## config.mk

```make
export PLATFORM = sky130hd
export DESIGN_NAME = cpu_cmp_fifo
export DESIGN_NICKNAME = d
export VERILOG_FILES = /design/src/rtl/cpu_cmp_fifo.sv
export SDC_FILE = /design/constraint.sdc
export NUM_CORES = 1
export LEC_CHECK = 0
export ABC_CLOCK_PERIOD_IN_PS = 10400
export BUFFER_PORTS_ARGS = -buffer_cell sky130_fd_sc_hd__buf_2
export CAP_MARGIN = 20
export CORE_MARGIN = 1
export CORE_UTILIZATION = 47
export CTS_CLUSTER_DIAMETER = 30
export DETAILED_ROUTE_END_ITERATION = 16
export GPL_ROUTABILITY_DRIVEN = 1
export HOLD_SLACK_MARGIN = 0.03
export PLACE_DENSITY = 0.62
export SYNTH_ARGS = -nofsm -noshare
export SYNTH_HDL_FRONTEND = slang
export SYNTH_SLANG_ARGS = --single-unit
```

## constraint.sdc

```tcl
create_clock -name clk -period 10.4 [get_ports clk]
set_clock_uncertainty 0.2 [all_clocks]
set_input_delay 0 -clock clk [delete_from_list [all_inputs] [get_ports clk]]
set_output_delay 0 -clock clk [all_outputs]
set_load 0.005 [all_outputs]
```

## src/rtl/cpu_cmp_fifo.sv

```systemverilog
// Synchronous FIFO for one retire stream; an extra pointer bit separates
// full from empty, and a push into a full FIFO only lands when it pops too.
module cpu_cmp_fifo #(
   parameter int DEPTH = 16,
   parameter int WIDTH = 32
) (
   input  logic             clk,
   input  logic             rst_n,
   input  logic             flush,
   input  logic             push,
   input  logic             pop,
   input  logic [WIDTH-1:0] wdata,
   output logic [WIDTH-1:0] rdata,
   output logic             full,
   output logic             empty
);

   localparam int AW = $clog2(DEPTH);
   localparam logic [AW:0] PTR_ONE = 1;

   logic [WIDTH-1:0] mem [DEPTH];
   logic [AW:0]      wr_ptr;
   logic [AW:0]      rd_ptr;
   logic             do_push;
   logic             do_pop;

   assign empty   = (wr_ptr == rd_ptr);
   assign full    = (wr_ptr[AW] != rd_ptr[AW]) && (wr_ptr[AW-1:0] == rd_ptr[AW-1:0]);
   assign do_pop  = pop && !empty && !flush;
   assign do_push = push && (!full || do_pop) && !flush;
   assign rdata   = mem[rd_ptr[AW-1:0]];

   always_ff @(posedge clk or negedge rst_n) begin
      if (!rst_n) begin
         wr_ptr <= '0;
         rd_ptr <= '0;
      end else if (flush) begin
         wr_ptr <= '0;
         rd_ptr <= '0;
      end else begin
         if (do_push) wr_ptr <= wr_ptr + PTR_ONE;
         if (do_pop)  rd_ptr <= rd_ptr + PTR_ONE;
      end
   end

   always_ff @(posedge clk) begin
      if (do_push) mem[wr_ptr[AW-1:0]] <= wdata;
   end

endmodule

```

==> results of run 1 <==
[repair_timing]
action	4_1_cts	5_1_grt
hold endpoints to repair	560	0
resized for setup	0	0
hold buffers	38	0
[kinds of logic after synthesis]
| family | after synthesis | share of synthesized area (%) |
|---|---|---|
| adders and majority gates | 5 | 0.3127 |
| DFF | 522 | 78.09 |
| buffers and inverters | 43 | 1.345 |
| xor gates and xnor gates | 12 | 0.5253 |
| and+or+nand+nor | 45 | 1.126 |
| muxes | 163 | 18.35 |
| AOI/OAI and AO/OA | 8 | 0.2439 |
[per-stage QoR]
stage	util (%)	hold WS, ps	std cells	worst slack (ps)	cell area, um2
floorplan	-	-495.6	798	5394	20010
global placement	50.21	-324.2	1390	5977	21060
detailed placement	50.28	-319.6	1391	6171	21090
CTS	59.56	86.87	1617	5521	24990
global route	59.59	103.8	1618	5327	25000
finish	59.59	111.3	1618	5709	25000
[worst min path at each step]
stage / from / end / slack [ps] / cells past startpoint
2_1_floorplan: rst_n / rd_ptr[0] / -500 / 0
5_1_grt: wdata[26] / mem[15][26] / 100 / 2
6_report: wdata[23] / mem[3][23] / 110 / 2
3_5_place_dp: rst_n / wr_ptr[1] / -320 / 1
4_1_cts: flush / rd_ptr[2] / 90 / 3
3_3_place_gp: rst_n / wr_ptr[3] / -320 / 1
[power groups by stage]
stage	registers (W)	clock network (W)	logic (W)
finish	0.00237	0.00329	0.000481
global route	0.00238	0.00344	0.000519
CTS	0.00238	0.00333	0.000493
detailed placement	0.00241	0	0.000480
global placement	0.00241	0	0.000467
floorplan	0.00238	0	0.000392
[sequential cells by signal, summed over array words and instances (netlist names)]
name,flops
mem,512
rd_ptr,5
wr_ptr,5
[cell type report]
cell class	count	share of cell area [%]
inverter	2	0.03003
sequential	522	62.55
tap	539	2.698
clock buffer	113	10.46
timing repair buffer	134	3.799
multi-input combinational	233	16.86
clock inverter	75	3.604
[metal layers]
| metal | share of wire, % | global-route usage [%] |
|---|---|---|
| met1 | 43 | 28.38 |
| met2 | 49 | 31.83 |
| met3 | 6.2 | 4.649 |
| met4 | 2.0 | 6.948 |
| met5 | 0 | 0 |
[cell usage in the layout, fill, tap and decap left out, types with 11 or more instances in the layout]
master / instances
clkinv_2: 11
nor2_1: 11
clkinvlp_4: 17
clkinv_1: 14
buf_4: 24
clkbuf_16: 103
edfxtp_1: 512
buf_2: 70
dlygate4sd3_1: 38
mux4_2: 150
bufinv_16: 17
[Yosys cell counts, types with 2 or more instances]
library cell,count
a21oi_1,6
buf_1,8
buf_2,7
buf_6,11
clkbuf_1,14
dfrtp_1,10
edfxtp_1,512
ha_1,5
inv_1,2
mux2i_1,2
mux4_1,10
mux4_2,150
nand2_1,7
nand2b_1,3
nand4_1,4
nor2_1,20
nor2b_1,2
nor3_1,5
xnor2_1,8
xor2_1,4
==> flow_metrics.tcl, run 1 <==
set metrics [dict create \
    cts_root_buf "clkbuf_16" \
    die-area_mm2 0.04340 \
    ios 71 \
    regArea_mm2 0.01564 \
    drive_above_1_share_pct 40.13 \
    vias 9201 \
    r2r_setup_slack_ps 6520 \
    cts_setup_buffers 0 \
    synth_edf_count 512 \
    grt_pass1_vias 10030 \
    rr_worst_depth 6 \
    setup_viol 0 \
    drt-initial-drc-count 742 \
    drv_slew 0 \
    antenna_cells 0 \
    path_class "flip-flop to output pin" \
    pwr-share-comb_pct 7.8 \
    multi_input_area_mm2 0.004214 \
    clk_latency_ps 600 \
    gp_congestion 0.7137 \
    nFillCells 2908 \
    synth_warnings 0 \
    start_kind "flip-flop" \
    ant_nets 0 \
    die_h_um 208.3 \
    ir_drop_v 0.0001503 \
    synth_top_cell_by_area "edfxtp_1" \
    syn_inst 798 \
    grt_antenna_before_repair 0 \
    hold_viol_final 0 \
    swShare_pct 21.19 \
    syn_area_per_cell_um2 25.07 \
    cpMaxStageDelayCell "dfrtp_4" \
    tns_ps 0 \
    wire_per_inst_um 26.26 \
    cts_max_level 3 \
    cap_violations 0 \
    grt_use_total_pct 20.32 \
    final.min_clock_period_ps 4691 \
    cp_top_family "buffers and inverters" \
    total_power_w 0.006144 \
    nNetsFinal 1036 \
    cts_tree "done" \
    synth_top_cell_area_share_pct 76.84 \
    grt_max_degree 52 \
    status "finished clean" \
    finalWirelength_um 42490 \
    p_seq_share_pct 38.6 \
    r2r-start "rd_ptr[0]" \
    initial_core_util_pct 47.70 \
    core-area_mm2 0.04195 \
    yosys.cell_types.count 28 \
    p_switching_w 0.001302 \
    overflow 0 \
    clock_sinks 522 \
    arrival_ps 4490 \
    path_clk_slew_ps 50 \
    dieWidth_um 208.3 \
    portBuffers 70 \
    crit_path_end_kind "output pin" \
    rows 75 \
    cp_cell_sequence "buf_4, buf_16, buf_4, mux4_2, mux4_2, buf_2" \
    ctsLongestPathBuffers 3 \
    fmax_ghz 0.2132 \
    synth_seq_cells 522 \
    syn_to_final_growth_pct 24.93 \
    cts_buffers 101 \
    critPathRequiredTime_ps 10200 \
    crit_fanout 42 \
    drt_pass1_iterations 5 \
    cp.buffers_inverters 4 \
    vias_per_cell 5.687 \
    fin_crit_sh_pct 45.10 \
    p_leak_nw 8.049 \
    synth_area_leaders "edfxtp_1 77%, mux4_2 17%, mux4_1 1.3%" \
    rsz0062_at_grt "false" \
    min_path_type "primary input to flip-flop" \
    syn_area_mm2 0.02001 \
    slew_headroom_pct 36.75 \
    slowest_delay_ps 990 \
    crit_path_start "rd_ptr[0]" \
    hpwl_um 21660 \
    worstSetupPathDepth 6 \
    pwr-share-clk_pct 53.5 \
    endpoint "rdata[28]" \
    ys_seq_area_share_pct 78.09 \
    grt_pass1_wl_um 63770 \
    p_int_w 0.004842 \
    r2r-end "mem[0][16]" \
    pwr_density_cell_mw_per_mm2 245.8 \
    synth_fp_nets 840 \
    tightest_slew_ps 946.5 \
    synth_flop_cell "edfxtp_1" \
    synthArstFlopShare_pct 1.916 \
    drc 0 \
]
Note: power is estimated with default switching activity, not from simulation.
==> run 2: changes to the inputs <==
- ABC_AREA: default -> 1
- ABC_CLOCK_PERIOD_IN_PS: 10400 -> 4600
- clock period: 10.4 -> 4.6 ns (I/O delays scaled with it)
==> flow_metrics.tcl, run 2 <==
set metrics [dict create \
    syn_area_per_cell_um2 13.39 \
    largest_reg_flops 512 \
    synth_area_leaders "edfxtp_1 75%, o21ai_0 6.4%, nor2_1 5.4%" \
    ant_nets 0 \
    cts_resized 0 \
    portBuffers 70 \
    grt_pass1_vias 13200 \
    crit_path_end_kind "output pin" \
    syn_to_final_growth_pct 24.22 \
    cts_tree "done" \
    tns_ps 0 \
    drv_slew 0 \
    p_leak_nw 8.666 \
    finalWirelength_um 51440 \
    rr_worst_depth 8 \
    arrival_ps 3390 \
    drive_above_1_share_pct 16.69 \
    core-area_mm2 0.04317 \
    total_power_w 0.01387 \
    layout.cells.most_common "edfxtp_1" \
    yosys.cell_types.count 30 \
    synth_seq_cells 522 \
    grt_max_degree 257 \
    start_kind "flip-flop" \
    cts_buffers 105 \
    slew_headroom_pct 12.87 \
    antenna_cells 0 \
    synth_edf_count 512 \
    ctsLongestPathBuffers 3 \
    synth_flop_cell "edfxtp_1" \
    rows 76 \
    synth_warnings 0 \
    synth_top_cell_area_share_pct 74.55 \
    hold_depth 4 \
    netlist_top_cells_count "512 x edfxtp_1, 299 x nor2_1, 262 x o21ai_0" \
    grt_pass1_wl_um 78670 \
    critPathRequiredTime_ps 4400 \
    initial_core_util_pct 47.77 \
    drc 0 \
    vias 13320 \
    grt_antenna_before_repair 0 \
    setup_viol 0 \
    status "finished clean" \
    cts_root_buf "clkbuf_16" \
    clk_latency_ps 630 \
    path_clk_slew_ps 50 \
    dieWidth_um 211.5 \
    nNetsFinal 1722 \
    ios 71 \
    tightest_slew_ps 1307 \
    cap_violations 0 \
    ys_seq_area_share_pct 75.76 \
    syn_area_mm2 0.02062 \
    path_class "flip-flop to output pin" \
    r2r_setup_slack_ps 1540 \
    fmax_ghz 0.2788 \
    die_h_um 211.5 \
    fin_crit_sh_pct 77.97 \
    hold_viol_final 0 \
    syn_inst 1540 \
    wire_per_inst_um 21.87 \
    crit_fanout 256 \
    drt-initial-drc-count 1439 \
    gp_congestion 0.8006 \
    drt_pass1_iterations 7 \
    cts_setup_buffers 0 \
    synth_fp_nets 1582 \
    yosysMostFrequentCell "edfxtp_1" \
    pwr_density_cell_mw_per_mm2 541.2 \
    die-area_mm2 0.04472 \
    synthArstFlopShare_pct 1.916 \
    grt_use_total_pct 23.59 \
    final.min_clock_period_ps 3586 \
    overflow 0 \
    synth_top_cell_by_area "edfxtp_1" \
    most-common-layout-cells "512 x edfxtp_1, 292 x nor2_1, 262 x o21ai_0" \
    min_path_type "primary input to flip-flop" \
    hpwl_um 26220 \
    clock_sinks 522 \
    vias_per_cell 5.661 \
    ir_drop_v 0.0003058 \
    rsz0062_at_grt "false" \
    cts_max_level 3 \
]
-- run 2: cell count changes in the layout (fill, tap and decap cells not counted), sizes merged, moves of 15 or more --
cell	previous run	this run
o221ai	0	34
nand2	7	102
nor2	20	311
nand3	0	64
o22ai	0	64
o21ai	0	273
clkinv	31	46
o211ai	0	30
mux4	160	0
-- run 2: path summary, 6_finish.rpt --
| path | from | end |
|---|---|---|
| max | rd_ptr[0] | rdata[21] |
| min | pop | rd_ptr[0] |
| max in group asynchronous | rst_n | rd_ptr[0] |
| min in group asynchronous | rst_n | rd_ptr[1] |
| max reg2reg | rd_ptr[0] | mem[9][17] |
| min reg2reg | wr_ptr[4] | wr_ptr[4] |
-- run 2: final cells by class --
cell class,instances,area (um2)
multi-input cells,898,4522
well taps,585,732.0
clock inverters,80,943.4
flip-flops and latches,522,15630
clock buffers,114,2661
fillers,3366,17550
repair buffers,138,1066
inverters,15,61.31
-- run 2: routing by layer --
layer | wire (um) | track usage, % | up-vias | part of all wire, %
li1 | - | - | 6067 | -
met1 | 22340 | 32.75 | 6656 | 43
met2 | 24340 | 37.00 | 526 | 47
met3 | 3839 | 5.177 | 66 | 7.5
met4 | 925 | 7.821 | 0 | 1.8
met5 | 0 | 0 | - | 0
-- run 2: power by group --
part	total [W]	switching, W	internal [W]
Clock	0.00764	0.00247	0.00517
Combinational	0.000936	0.000656	0.000280
Sequential	0.00529	0.0000215	0.00527
-- run 2: kinds of logic (layout without fill, tap and decap cells) --
family	count (synthesis)	in the layout	share of synthesized area [%]
AND/OR/NAND/NOR	482	482	9.524
flip-flops	522	522	75.76
XOR/XNOR	7	7	0.2973
adder cells (fa/ha/maj)	5	5	0.3033
buffers and inverters	120	347	2.815
AO/OA/AOI/OAI	404	404	11.30
-- run 2: repair_timing --
action,4_1_cts,5_1_grt
endpoints found under the setup margin,0,0
hold buffers,39,0
hold endpoints to repair,541,0
-- run 2: through the flow --
stage | instance area (um2) | std cells | hold WS, ps | utilization (%) | setup WS [ps]
5_1_grt | 25620 | 2352 | 98.60 | 59.34 | 930.6
6_report | 25620 | 2352 | 71.07 | 59.34 | 1014
3_3_place_gp | 21600 | 2118 | -315.4 | 50.03 | 1598
3_5_place_dp | 21620 | 2119 | -312.2 | 50.09 | 1562
4_1_cts | 25620 | 2352 | 38.14 | 59.34 | 1047
2_1_floorplan | 20620 | 1540 | -495.6 | - | 1509
-- run 2: critical path, stage by stage (launching register included) --
cell and delay [ps]:
dfrtp_4 610, inv_6 100, buf_12 570, o21ai_0 230, o22ai_1 300, nand2_1 100
nand3_1 260, buf_2 160
==> run 3: changes to the inputs <==
- ABC_CLOCK_PERIOD_IN_PS: 4600 -> 3200
- PLACE_DENSITY: 0.62 -> 0.65
- clock period: 4.6 -> 3.2 ns (I/O delays scaled with it)
==> flow_metrics.tcl, run 3 (synthesis gave the netlist of run 2 again) <==
set metrics [dict create \
    hold_viol_final 0 \
    clk_latency_ps 620 \
    most-common-layout-cells "512 x edfxtp_1, 292 x nor2_1, 262 x o21ai_0" \
    path_class "flip-flop to output pin" \
    critPathRequiredTime_ps 3000 \
    die_h_um 211.5 \
    p_switching_w 0.004398 \
    vias 13530 \
    slowest_delay_ps 430 \
    slew_headroom_pct 47.76 \
    cp_cell_sequence "buf_4, clkinv_2, buf_12, o21ai_0, o221ai_1, nand3_1, nand3_1, buf_2" \
    largest_reg_flops 512 \
    swShare_pct 22.37 \
    ant_nets 0 \
    cpMaxStageDelayCell "dfrtp_4" \
    core-area_mm2 0.04317 \
    cts_max_level 3 \
    syn_to_final_growth_pct 24.41 \
    arrival_ps 2890 \
    drt_pass1_iterations 5 \
    cts_root_buf "clkbuf_16" \
    ctsLongestPathBuffers 3 \
    crit_path_end_kind "output pin" \
    path_clk_slew_ps 50 \
    cts_buffers 95 \
    placed_area_mm2 0.02179 \
    hpwl_um 29250 \
    ios 71 \
    numPlacedInstances 2132 \
    drt-initial-drc-count 1486 \
    ir_drop_v 0.0005126 \
    pwr-share-comb_pct 7.4 \
    finish.instance_area_mm2 0.02566 \
    fin_crit_sh_pct 96.65 \
    crit_fanout 54 \
    grt_use_total_pct 23.95 \
    p_seq_share_pct 38.7 \
    vias_per_cell 5.761 \
    cap_violations 0 \
    p_int_w 0.01526 \
    portBuffers 70 \
    setup_viol 0 \
    dieWidth_um 211.5 \
    fmax_ghz 0.3233 \
    p_leak_nw 8.687 \
    pwr_density_cell_mw_per_mm2 766.0 \
    gp_congestion 0.8909 \
    layout.cells.most_common "edfxtp_1" \
    initial_core_util_pct 47.77 \
    stdcell_count 2348 \
    drc 0 \
    drive_above_1_share_pct 17.25 \
    overflow 0 \
    pwr-share-clk_pct 53.9 \
    wire_per_inst_um 22.48 \
    cts_setup_buffers 0 \
    drv_slew 0 \
    grt_pass1_vias 13220 \
    tightest_slew_ps 783.6 \
    grt_antenna_before_repair 3 \
    start_kind "flip-flop" \
    crit_top_cell "nand3_1" \
    final.min_clock_period_ps 3093 \
    min_path_type "primary input to flip-flop" \
    clock_sinks 522 \
    cts_tree "done" \
    grt_pass1_wl_um 79340 \
    status "finished clean" \
    die-area_mm2 0.04472 \
    finalWirelength_um 52790 \
    grt_max_degree 215 \
    rows 76 \
    r2r_setup_slack_ps 480 \
    nNetsFinal 1727 \
]
## run 3: cell count changes in the layout (fill, tap and decap cells not counted), sizes merged
cell         before  now
clkinv           46   34
diode             0    1
buf              99  112
dlygate4sd3      39   40
clkbuf          114  107
clkinvlp          7   10
bufinv           18   21
inv              24   18
## run 3: final timing paths
kind                            from         to  cells after the start
max                        rd_ptr[1]   rdata[1]                      8
min                            flush  rd_ptr[4]                      3
max reg2reg                wr_ptr[2]  wr_ptr[1]                      9
min reg2reg                wr_ptr[4]  wr_ptr[4]                      2
max in group asynchronous      rst_n  rd_ptr[0]                      3
min in group asynchronous      rst_n  rd_ptr[3]                      3
## run 3: layout make-up
class	instances	area (um2)
antenna	1	2.502
clock buffer	106	2481
clock inverter	68	939.7
fill	3298	17510
inverter	15	62.56
multi-input combinational	898	4527
sequential	522	15630
tap	585	732.0
timing repair buffer	153	1281
## run 3: worst max-delay path: cells and delay by family (launching register included)
kind,cells,cell delay (ps)
buffers and inverters,4,1230
DFF,1,430
and+or+nand+nor,2,310
AOI/OAI and AO/OA,2,250
## run 3: repair_timing
| item | 4_1_cts | 5_1_grt |
|---|---|---|
| hold buffers | 40 | 0 |
| hold endpoints to repair | 549 | 0 |
| resized for setup | 0 | 4 |
| endpoints found under the setup margin | 0 | 11 |
## run 3: stage by stage
stage | total power, W | TNS [ps] | util, % | setup WS [ps] | hold slack [ps]
global route | 0.02020 | -0.6388 | 59.43 | -0.6388 | 98.15
CTS | 0.01971 | 0 | 59.32 | 45.82 | 78.22
finish | 0.01966 | 0 | 59.44 | 107.1 | 89.85
detailed placement | 0.009090 | 0 | 50.47 | 548.8 | -297.0
floorplan | 0.008556 | 0 | - | 109.3 | -495.6
global placement | 0.009069 | 0 | 50.47 | 615.2 | -296.3
## run 3: metal layers
| layer | wire (um) | vias to the layer above | part of all wire, % | GRT usage, % |
|---|---|---|---|---|
| met3 | 5087 | 73 | 9.6 | 4.970 |
| met4 | 877 | 0 | 1.7 | 8.296 |
| met2 | 24110 | 647 | 46 | 35.07 |
| li1 | - | 6068 | - | - |
| met5 | 0 | - | 0 | 0 |
| met1 | 22710 | 6740 | 43 | 35.57 |
## run 3: power groups by stage
stage / sequential, W / combinational, W / clock, W
2_1_floorplan: 0.00771 / 0.000843 / 0
3_3_place_gp: 0.00772 / 0.00135 / 0
3_5_place_dp: 0.00772 / 0.00137 / 0
4_1_cts: 0.00759 / 0.00143 / 0.0107
5_1_grt: 0.00759 / 0.00159 / 0.0110
6_report: 0.00760 / 0.00146 / 0.0106
